File: config.mk
export PLATFORM = sky130hd
export DESIGN_NAME = uart_rx
export DESIGN_NICKNAME = d
export VERILOG_FILES = /design/src/rtl/uart_rx_pkg.sv /design/src/rtl/uart_rx_fifo.sv /design/src/rtl/uart_rx.sv
export SDC_FILE = /design/constraint.sdc
export NUM_CORES = 1
export LEC_CHECK = 0
export CORE_MARGIN = 1.5
export CORE_UTILIZATION = 50
export CTS_CLUSTER_SIZE = 14
export DETAILED_ROUTE_END_ITERATION = 7
export PLACE_DENSITY = 0.69
export SLEW_MARGIN = 30
export SYNTH_ARGS = -nofsm -noshare
export SYNTH_HDL_FRONTEND = slang
export SYNTH_HIERARCHICAL = 1
export SYNTH_SLANG_ARGS = --single-unit
File: constraint.sdc
create_clock -name clk -period 3.69 [get_ports clk]
set_input_delay 0.738 -clock clk [delete_from_list [all_inputs] [get_ports clk]]
set_output_delay 0.738 -clock clk [all_outputs]
set_load 0.01 [all_outputs]
File: src/rtl/uart_rx_pkg.sv
// Shared definitions for the UART receiver: default bit period and the
// receive FSM state encoding.
package uart_rx_pkg;

    localparam int SERIAL_WCNT          = 16;
    localparam int DEFAULT_CLKS_PER_BIT = SERIAL_WCNT;

    localparam logic [1:0] STATE_IDLE  = 2'd0;
    localparam logic [1:0] STATE_START = 2'd1;
    localparam logic [1:0] STATE_DATA  = 2'd2;
    localparam logic [1:0] STATE_STOP  = 2'd3;

    typedef enum logic [1:0] {
        ST_IDLE  = STATE_IDLE,
        ST_START = STATE_START,
        ST_DATA  = STATE_DATA,
        ST_STOP  = STATE_STOP
    } rx_state_e;

endpackage

File: src/rtl/uart_rx_fifo.sv
// Synchronous receive FIFO. A push while full succeeds only when a pop
// happens in the same cycle; otherwise it is ignored.
module uart_rx_fifo #(
    parameter int DEPTH = 4,
    parameter int WIDTH = 8,
    localparam int AW   = $clog2(DEPTH),
    localparam int LW   = AW + 1
) (
    input  logic             clk,
    input  logic             rst_n,
    input  logic             push,
    input  logic [WIDTH-1:0] push_data,
    input  logic             pop,
    output logic [WIDTH-1:0] pop_data,
    output logic             full,
    output logic             empty,
    output logic [LW-1:0]    level
);

    logic [WIDTH-1:0] mem_q [DEPTH];
    logic [AW-1:0]    wr_ptr_q, wr_ptr_d;
    logic [AW-1:0]    rd_ptr_q, rd_ptr_d;
    logic [LW-1:0]    level_q, level_d;
    logic             wr_en;
    logic             rd_en;

    assign full     = (level_q == LW'(DEPTH));
    assign empty    = (level_q == '0);
    assign level    = level_q;
    assign pop_data = empty ? '0 : mem_q[rd_ptr_q];

    assign rd_en = pop && !empty;
    assign wr_en = push && (!full || rd_en);

    always_comb begin
        wr_ptr_d = wr_ptr_q;
        rd_ptr_d = rd_ptr_q;
        level_d  = level_q;
        // Power-of-two depth: pointers wrap naturally at AW bits.
        if (wr_en) wr_ptr_d = wr_ptr_q + 1'b1;
        if (rd_en) rd_ptr_d = rd_ptr_q + 1'b1;
        if (wr_en && !rd_en)      level_d = level_q + 1'b1;
        else if (rd_en && !wr_en) level_d = level_q - 1'b1;
    end

    always_ff @(posedge clk or negedge rst_n) begin
        if (!rst_n) begin
            wr_ptr_q <= '0;
            rd_ptr_q <= '0;
            level_q  <= '0;
        end else begin
            wr_ptr_q <= wr_ptr_d;
            rd_ptr_q <= rd_ptr_d;
            level_q  <= level_d;
        end
    end

    always_ff @(posedge clk) begin
        if (wr_en) mem_q[wr_ptr_q] <= push_data;
    end

endmodule

File: src/rtl/uart_rx.sv
// 8N1 UART receiver: 2-flop synchroniser, mid-bit sampling FSM and a
// receive FIFO with frame-error and overrun pulses.
module uart_rx
    import uart_rx_pkg::*;
#(
    parameter int CLKS_PER_BIT = DEFAULT_CLKS_PER_BIT,
    parameter int FIFO_DEPTH   = 4
) (
    input  logic                          clk,
    input  logic                          rst_n,
    input  logic                          rx,
    output logic [7:0]                    data_out,
    output logic                          data_valid,
    input  logic                          data_ready,
    output logic                          frame_err,
    output logic                          overrun,
    output logic                          rx_busy,
    output logic [$clog2(FIFO_DEPTH):0]   level
);

    localparam int TW = $clog2(CLKS_PER_BIT);
    localparam logic [TW-1:0] HALF_M1 = TW'(CLKS_PER_BIT / 2 - 1);
    localparam logic [TW-1:0] FULL_M1 = TW'(CLKS_PER_BIT - 1);

    rx_state_e     state_q, state_d;
    logic [TW-1:0] timer_q, timer_d;
    logic [2:0]    bit_cnt_q, bit_cnt_d;
    logic [7:0]    shift_q, shift_d;
    logic          sync1_q, sync2_q, prev_q;
    logic          frame_err_q, frame_err_d;
    logic          overrun_q, overrun_d;
    logic          push;
    logic          pop;
    logic          fifo_full;
    logic          fifo_empty;

    assign data_valid = !fifo_empty;
    assign pop        = data_valid && data_ready;
    assign rx_busy    = (state_q != ST_IDLE);
    assign frame_err  = frame_err_q;
    assign overrun    = overrun_q;

    always_comb begin
        state_d     = state_q;
        timer_d     = timer_q + 1'b1;
        bit_cnt_d   = bit_cnt_q;
        shift_d     = shift_q;
        push        = 1'b0;
        frame_err_d = 1'b0;
        case (state_q)
            ST_IDLE: begin
                timer_d = '0;
                // Edge, not level: a line stuck low never retriggers.
                if (prev_q && !sync2_q) state_d = ST_START;
            end
            ST_START: begin
                if (timer_q == HALF_M1) begin
                    timer_d   = '0;
                    bit_cnt_d = '0;
                    state_d   = sync2_q ? ST_IDLE : ST_DATA;
                end
            end
            ST_DATA: begin
                if (timer_q == FULL_M1) begin
                    timer_d   = '0;
                    shift_d   = {sync2_q, shift_q[7:1]};
                    bit_cnt_d = bit_cnt_q + 3'd1;
                    if (bit_cnt_q == 3'd7) state_d = ST_STOP;
                end
            end
            ST_STOP: begin
                if (timer_q == FULL_M1) begin
                    timer_d     = '0;
                    state_d     = ST_IDLE;
                    push        = sync2_q;
                    frame_err_d = !sync2_q;
                end
            end
            default: state_d = ST_IDLE;
        endcase
        overrun_d = push && fifo_full && !pop;
    end

    always_ff @(posedge clk or negedge rst_n) begin
        if (!rst_n) begin
            sync1_q     <= 1'b1;
            sync2_q     <= 1'b1;
            prev_q      <= 1'b1;
            state_q     <= ST_IDLE;
            timer_q     <= '0;
            bit_cnt_q   <= '0;
            shift_q     <= '0;
            frame_err_q <= 1'b0;
            overrun_q   <= 1'b0;
        end else begin
            sync1_q     <= rx;
            sync2_q     <= sync1_q;
            prev_q      <= sync2_q;
            state_q     <= state_d;
            timer_q     <= timer_d;
            bit_cnt_q   <= bit_cnt_d;
            shift_q     <= shift_d;
            frame_err_q <= frame_err_d;
            overrun_q   <= overrun_d;
        end
    end

    uart_rx_fifo #(
        .DEPTH (FIFO_DEPTH),
        .WIDTH (8)
    ) u_fifo (
        .clk       (clk),
        .rst_n     (rst_n),
        .push      (push),
        .push_data (shift_q),
        .pop       (pop),
        .pop_data  (data_out),
        .full      (fifo_full),
        .empty     (fifo_empty),
        .level     (level)
    );

endmodule

==> reports/qor.yml, run 1 <==
timing.critical_path.fanout_max: 10
vias_per_cell: 5.25
syn-instance-count: 169
ys_seq_area_share_pct: 63.7
tightest_slew_ns: 0.624
total_die_area_mm2: 0.00575
timing.final.max_slew_violations: 0
initial_utilization_pct: 51.9
max_slew_margin_pct: 58.4
max_cap_violations: 0
die_outline_height_um: 75.8
num_vias: 1396
worst_path_required_time_ns: 2.95
synth_top_area_share_pct: 36.2
cts_sinks: 61
dp_hpwl_um: 2790
post_drt_wl_per_cell_um: 15.8
post_cts_buffers: 0
syn-num-nets: 182
routedLengthMet1_um: 1780
fp-row-count: 26
portBuffers: 18
post-route-drc-count: 0
clock_insertion_delay_worst_skew_ns: 0.33
ys_ff_latch: 61
arrival_time_of_data_at_the_critical_path_endpoint_ns: 2.29
syn_area_mm2: 0.00265
final_nets: 204
total_leakage_power_nw: 1.27
clk_pin_slew_ns: 0.07
remaining_antenna_violation_count_after_routing: 0
top_signal_layer_used: "met4"
timing.hold.worst.class: "reg2reg"
ir_drop_mv: 0.363
antenna_diode_instance_count: 0
setup_viol: 0
global_route.overflow_total: 0
worst_slack_ns: 0.665
final_hold_viol_count: 0
grt_max_degree: 30
cts_hold_buffers: 0
clock_power_share_pct: 32.4
antenna_found_initial: 0
number_of_warnings_reported_in_the_yosys_synthesis_log: 6
pwr-share-comb_pct: 18.1
critPathLaunchType: "flip-flop"
synth_cell_types: 41
cts_buffer_depth: 2
dr.pass1.iters: 4
pin_count: 19
drt-total-wl_um: 4200
wl_met2_um: 2170
met3_wirelength_um: 131
post_route_cells_drive_above_1_share_pct: 20.9
switching_share_of_total_power_pct: 28.6
rsz0062_at_grt: "no"
switching_power_mw: 0.500
timing.critical_path.to_type: "output port"
synth.avg_cell_area_um2: 15.7
die-width_um: 75.8
core_area_mm2: 0.00511
tritoncts_clock_tree: "yes"
maxClockFrequency_mhz: 331
cts_repair_resizes: 0
clock_skew_ns: 0.00852
clock-root-buffer: "sky130_fd_sc_hd__clkbuf_8"
power.density_mw_per_mm2: 572
area.growth.synth_to_final_pct: 15.3
first_iter_violations: 49
post-route-min-period_ns: 3.02
gp_congestion: 0.783
dp_worst_setup_slack_ns: 0.665
fin_crit_sh_pct: 82.0
cts-buffers-inserted: 9
intPower_mw: 1.25
worstSetupPathType: "reg2out"
grt_pass1_vias: 1408
synth_largest_area_cell: "sky130_fd_sc_hd__edfxtp_1"
overall_global_routing_resource_usage_pct: 16.8
outcome: "complete, no violations"
grt_pass1_wl_um: 6740
netlist_top_cells_area: "sky130_fd_sc_hd__edfxtp_1, sky130_fd_sc_hd__dfrtp_1, sky130_fd_sc_hd__mux4_2, sky130_fd_sc_hd__mux2_2, sky130_fd_sc_hd__ha_1"
timing.setup.tns_ns: 0
h-tree-depth: 3
sequentialPowerShare_pct: 49.4
setup.reg_to_reg.worst_slack_ns: 0.93
## area by class of cell
cell class | instances | area [µm²]
fill | 392 | 2050
sequential | 61 | 1690
multi-input combinational | 91 | 868
timing repair buffer | 19 | 188
clock buffer | 11 | 141
tap | 70 | 87.6
clock inverter | 5 | 50.0
inverter | 9 | 33.8
## placed cells by master, fill, tap and decap left out, types with 7 or more instances in the layout
| cell type | Yosys | routed |
|---|---|---|
| sky130_fd_sc_hd__dfrtp_1 | 26 | 26 |
| sky130_fd_sc_hd__clkdlybuf4s50_1 | 0 | 18 |
| sky130_fd_sc_hd__and2_1 | 12 | 12 |
| sky130_fd_sc_hd__ha_1 | 8 | 8 |
| sky130_fd_sc_hd__inv_1 | 9 | 9 |
| sky130_fd_sc_hd__clkbuf_8 | 0 | 10 |
| sky130_fd_sc_hd__nor2_1 | 7 | 7 |
| sky130_fd_sc_hd__mux2_2 | 9 | 9 |
| sky130_fd_sc_hd__mux4_2 | 8 | 8 |
| sky130_fd_sc_hd__edfxtp_1 | 32 | 32 |
## path summary, 6_finish.rpt
kind | startpoint | end | cells after the start
min in group asynchronous | rst_n | timer_q[1] | 2
setup reg to reg | u_fifo/level[0] | u_fifo/level[2] | 11
max in group asynchronous | rst_n | sync1_q | 2
hold reg to reg | sync1_q | sync2_q | 0
setup / recovery | u_fifo/rd_ptr_q[0] | data_out[6] | 3
hold / removal | sync1_q | sync2_q | 0
## synthesized netlist by cell type (all sizes together)
cell type,n
edfxtp,32
dfrtp,26
and2,12
mux2,10
inv,9
nor2,9
ha,8
mux4,8
buf,7
xnor2,6
nand3,5
nor2b,4
a21oi,3
dfstp,3
nand2,3
and3,2
nor3,2
o32ai,2
xor2,2
a211oi,1
a21boi,1
a31oi,1
and3b,1
and4,1
and4b,1
clkbuf,1
fa,1
nand4,1
nand4b,1
nor3b,1
nor4,1
nor4b,1
o21ai,1
o22a,1
or3,1
## power groups by stage
stage,clock network (mW),logic [mW],registers [mW]
6_report,0.567,0.317,0.865
4_1_cts,0.584,0.324,0.865
2_1_floorplan,0,0.286,0.816
3_3_place_gp,0,0.304,0.871
5_1_grt,0.613,0.351,0.875
3_5_place_dp,0,0.322,0.879
## state kept, by name (all words and copies together) (netlist names), named ones only
signal and count:
bit_cnt_q 3, frame_err 1, overrun 1, prev_q 1, shift_q 8, state_q 1
sync1_q 1, sync2_q 1, timer_q 4, u_fifo/level 3, u_fifo/mem_q 32, u_fifo/rd_ptr_q 2
u_fifo/wr_ptr_q 2
## logic make-up after synthesis
kind of cell	count (synthesis)	synth area share, %
flops	61	63.7
simple gates	46	11.8
mux	18	11.0
buf+inv	17	3.54
compound gates	10	2.69
fa+ha+maj	9	4.53
xor+xnor	8	2.64
## critical path, cell delays in order, from the launching register on
cell and delay (ns):
sky130_fd_sc_hd__dfrtp_1 0.74, sky130_fd_sc_hd__mux4_2 0.58, sky130_fd_sc_hd__and2_1 0.16, sky130_fd_sc_hd__clkdlybuf4s50_1 0.47
## layer usage
| metal | vias up | track usage (%) |
|---|---|---|
| met4 | 0 | 10.1 |
| met3 | 13 | 4.37 |
| li1 | 655 | - |
| met2 | 33 | 27.7 |
| met1 | 695 | 19.8 |
| met5 | - | 0 |
## through the flow
step	hold slack, ns	total power, mW	std cells	utilization [%]	cell area [µm²]
after floorplan	0.345	1.10	169	-	2650
after global placement	0.346	1.18	250	56.1	2870
after detailed placement	0.349	1.20	250	56.1	2870
after CTS	0.359	1.77	266	59.9	3060
after global routing	0.365	1.84	266	59.9	3060
final	0.358	1.75	266	59.9	3060
No activity file was read; power rests on OpenSTA's default activity.
==> run 2: changes to the inputs <==
==> constraint.sdc (replaced) <==
create_clock -name clk -period 3.13 [get_ports clk]
set_input_delay 0.626 -clock clk [delete_from_list [all_inputs] [get_ports clk]]
set_output_delay 0.626 -clock clk [all_outputs]
set_load 0.01 [all_outputs]
==> run 2 against run 1 <==
Core utilization up 0.17 points. Critical path type unchanged. Global-route usage increased by 0.66 points. Clock skew rose by 0.0058 ns. Sequential share of layout area decreased by 0.16 points. Largest cell class unchanged. Non-clock buffer count up 1. Cell area up 0.29%. Die area unchanged. Clock power rose by 18%. Hold slack worse by 0.0014 ns. Critical path depth stayed put. First-iteration DRC count rose by 65%. Clock-buffer cell count did not move.
==> reports/qor.yml, run 2 (synthesis results as in run 1) <==
antenna_found_initial: 0
timing.critical_path.from: "u_fifo/rd_ptr_q[0]"
vias_per_cell: 5.23
layout_common_cells: "sky130_fd_sc_hd__edfxtp_1, sky130_fd_sc_hd__dfrtp_1, sky130_fd_sc_hd__clkdlybuf4s50_1, sky130_fd_sc_hd__and2_1, sky130_fd_sc_hd__clkbuf_8"
worstSetupPathDepth: 3
total_leakage_power_nw: 1.27
worst_r2r_startpoint: "u_fifo/level[0]"
clk_pin_slew_ns: 0.07
pwr-share-comb_pct: 18.1
post_drt_wl_per_cell_um: 16.0
post-route-drc-count: 0
global_route.overflow_total: 0
gp_congestion: 0.771
outcome: "complete, no violations"
hold_path_depth: 0
power.density_mw_per_mm2: 670
largest_reg_flops: 32
kind_of_cell_adding_the_most_delay_to_the_critical_path: "flip-flops"
h-tree-depth: 3
drt-total-wl_um: 4270
timing.hold.worst.class: "reg2reg"
clock_skew_ns: 0.0143
worst_path_required_time_ns: 2.50
chain_of_cells_forming_the_critical_path: "mux4_2, and2_1, clkdlybuf4s50_1"
top_register: "u_fifo/mem_q"
die_outline_height_um: 75.8
overall_global_routing_resource_usage_pct: 17.5
post_route_cells_drive_above_1_share_pct: 21.3
die-width_um: 75.8
maxClockFrequency_mhz: 348
timing.final.max_slew_violations: 0
core_area_mm2: 0.00511
post_cts_buffers: 0
dp_hpwl_um: 2880
hold_ws_ns: 0.357
setup_viol: 0
pin_count: 19
portBuffers: 18
dr.pass1.iters: 4
timing.critical_path.fanout_max: 9
total_die_area_mm2: 0.00575
critPathLaunchType: "flip-flop"
timing.critical_path.to_type: "output port"
timing.setup.tns_ns: 0
cts-buffers-inserted: 9
max_cap_violations: 0
final_nets: 205
initial_utilization_pct: 51.9
max_slew_margin_pct: 62.6
biggestRegsByFlops: "u_fifo/mem_q (32), shift_q (8), timer_q (4)"
switching_share_of_total_power_pct: 28.4
tightest_slew_ns: 0.560
clock_insertion_delay_worst_skew_ns: 0.33
cts_hold_buffers: 0
cts_sinks: 61
arrival_time_of_data_at_the_critical_path_endpoint_ns: 2.25
fp-row-count: 26
crit_path_top_delay_cell: "sky130_fd_sc_hd__dfrtp_1"
first_iter_violations: 81
post-route-min-period_ns: 2.87
grt_max_degree: 30
hp-start: "sync1_q"
rsz0062_at_grt: "no"
grt_pass1_wl_um: 6870
cts_buffer_depth: 2
clock-root-buffer: "sky130_fd_sc_hd__clkbuf_8"
cts_repair_resizes: 0
switching_power_mw: 0.583
intPower_mw: 1.47
crit_buf_inv: 1
final_hold_viol_count: 0
ir_drop_mv: 0.472
remaining_antenna_violation_count_after_routing: 0
clock_power_share_pct: 32.5
worst-r2r-cell-count: 11
cpPeakStageDelay_ns: 0.70
antenna_diode_instance_count: 0
grt_pass1_vias: 1407
tritoncts_clock_tree: "yes"
final_common_cell: "sky130_fd_sc_hd__edfxtp_1"
sequentialPowerShare_pct: 49.4
num_vias: 1396
area.growth.synth_to_final_pct: 15.7
worstSetupPathType: "reg2out"
fin_crit_sh_pct: 91.7
run 2: changes by cell type in the layout (fill, tap and decap cells not counted), sizes merged:
| cell | previous run | this run |
|---|---|---|
| buf | 1 | 2 |
| clkinvlp | 0 | 1 |
| inv | 10 | 9 |
run 2: layout make-up:
class | instances | area (µm²)
Inverter | 9 | 33.8
Fill cell | 393 | 2040
Clock buffer | 11 | 141
Tap cell | 70 | 87.6
Timing Repair Buffer | 20 | 195
Sequential cell | 61 | 1690
Clock inverter | 5 | 51.3
Multi-Input combinational cell | 91 | 868
run 2: power groups by stage:
| stage | Combinational, mW | Clock (mW) | Sequential [mW] |
|---|---|---|---|
| after floorplan | 0.337 | 0 | 0.962 |
| after global placement | 0.362 | 0 | 1.03 |
| after detailed placement | 0.375 | 0 | 1.03 |
| after CTS | 0.377 | 0.685 | 1.02 |
| after global routing | 0.412 | 0.719 | 1.03 |
| final | 0.372 | 0.667 | 1.02 |
run 2: metrics by stage:
stage | area [µm²] | utilization [%] | cells | total power, mW | setup slack, ns
after global placement | 2880 | 56.3 | 251 | 1.39 | 0.333
after CTS | 3070 | 60.1 | 267 | 2.08 | 0.189
after global routing | 3070 | 60.1 | 267 | 2.16 | 0.0672
final | 3070 | 60.1 | 267 | 2.05 | 0.259
after detailed placement | 2880 | 56.3 | 251 | 1.41 | 0.231
after floorplan | 2650 | - | 169 | 1.30 | 0.668
run 2: final timing paths:
check,endpoint,slack (ns)
min in group asynchronous,u_fifo/level[1],0.68
min reg2reg,sync2_q,0.36
max,data_out[6],0.26
max in group asynchronous,prev_q,2.13
min,sync2_q,0.36
max reg2reg,u_fifo/level[2],0.39
run 2: routing by layer:
layer  vias to the layer above  global-route usage (%)  share of wire, %
met2                        20                    30.7                54
met3                         8                    5.56               2.1
met5                         -                       0                 0
met4                         0                    9.52               2.2
met1                       706                    18.6                42
li1                        662                       -                 -
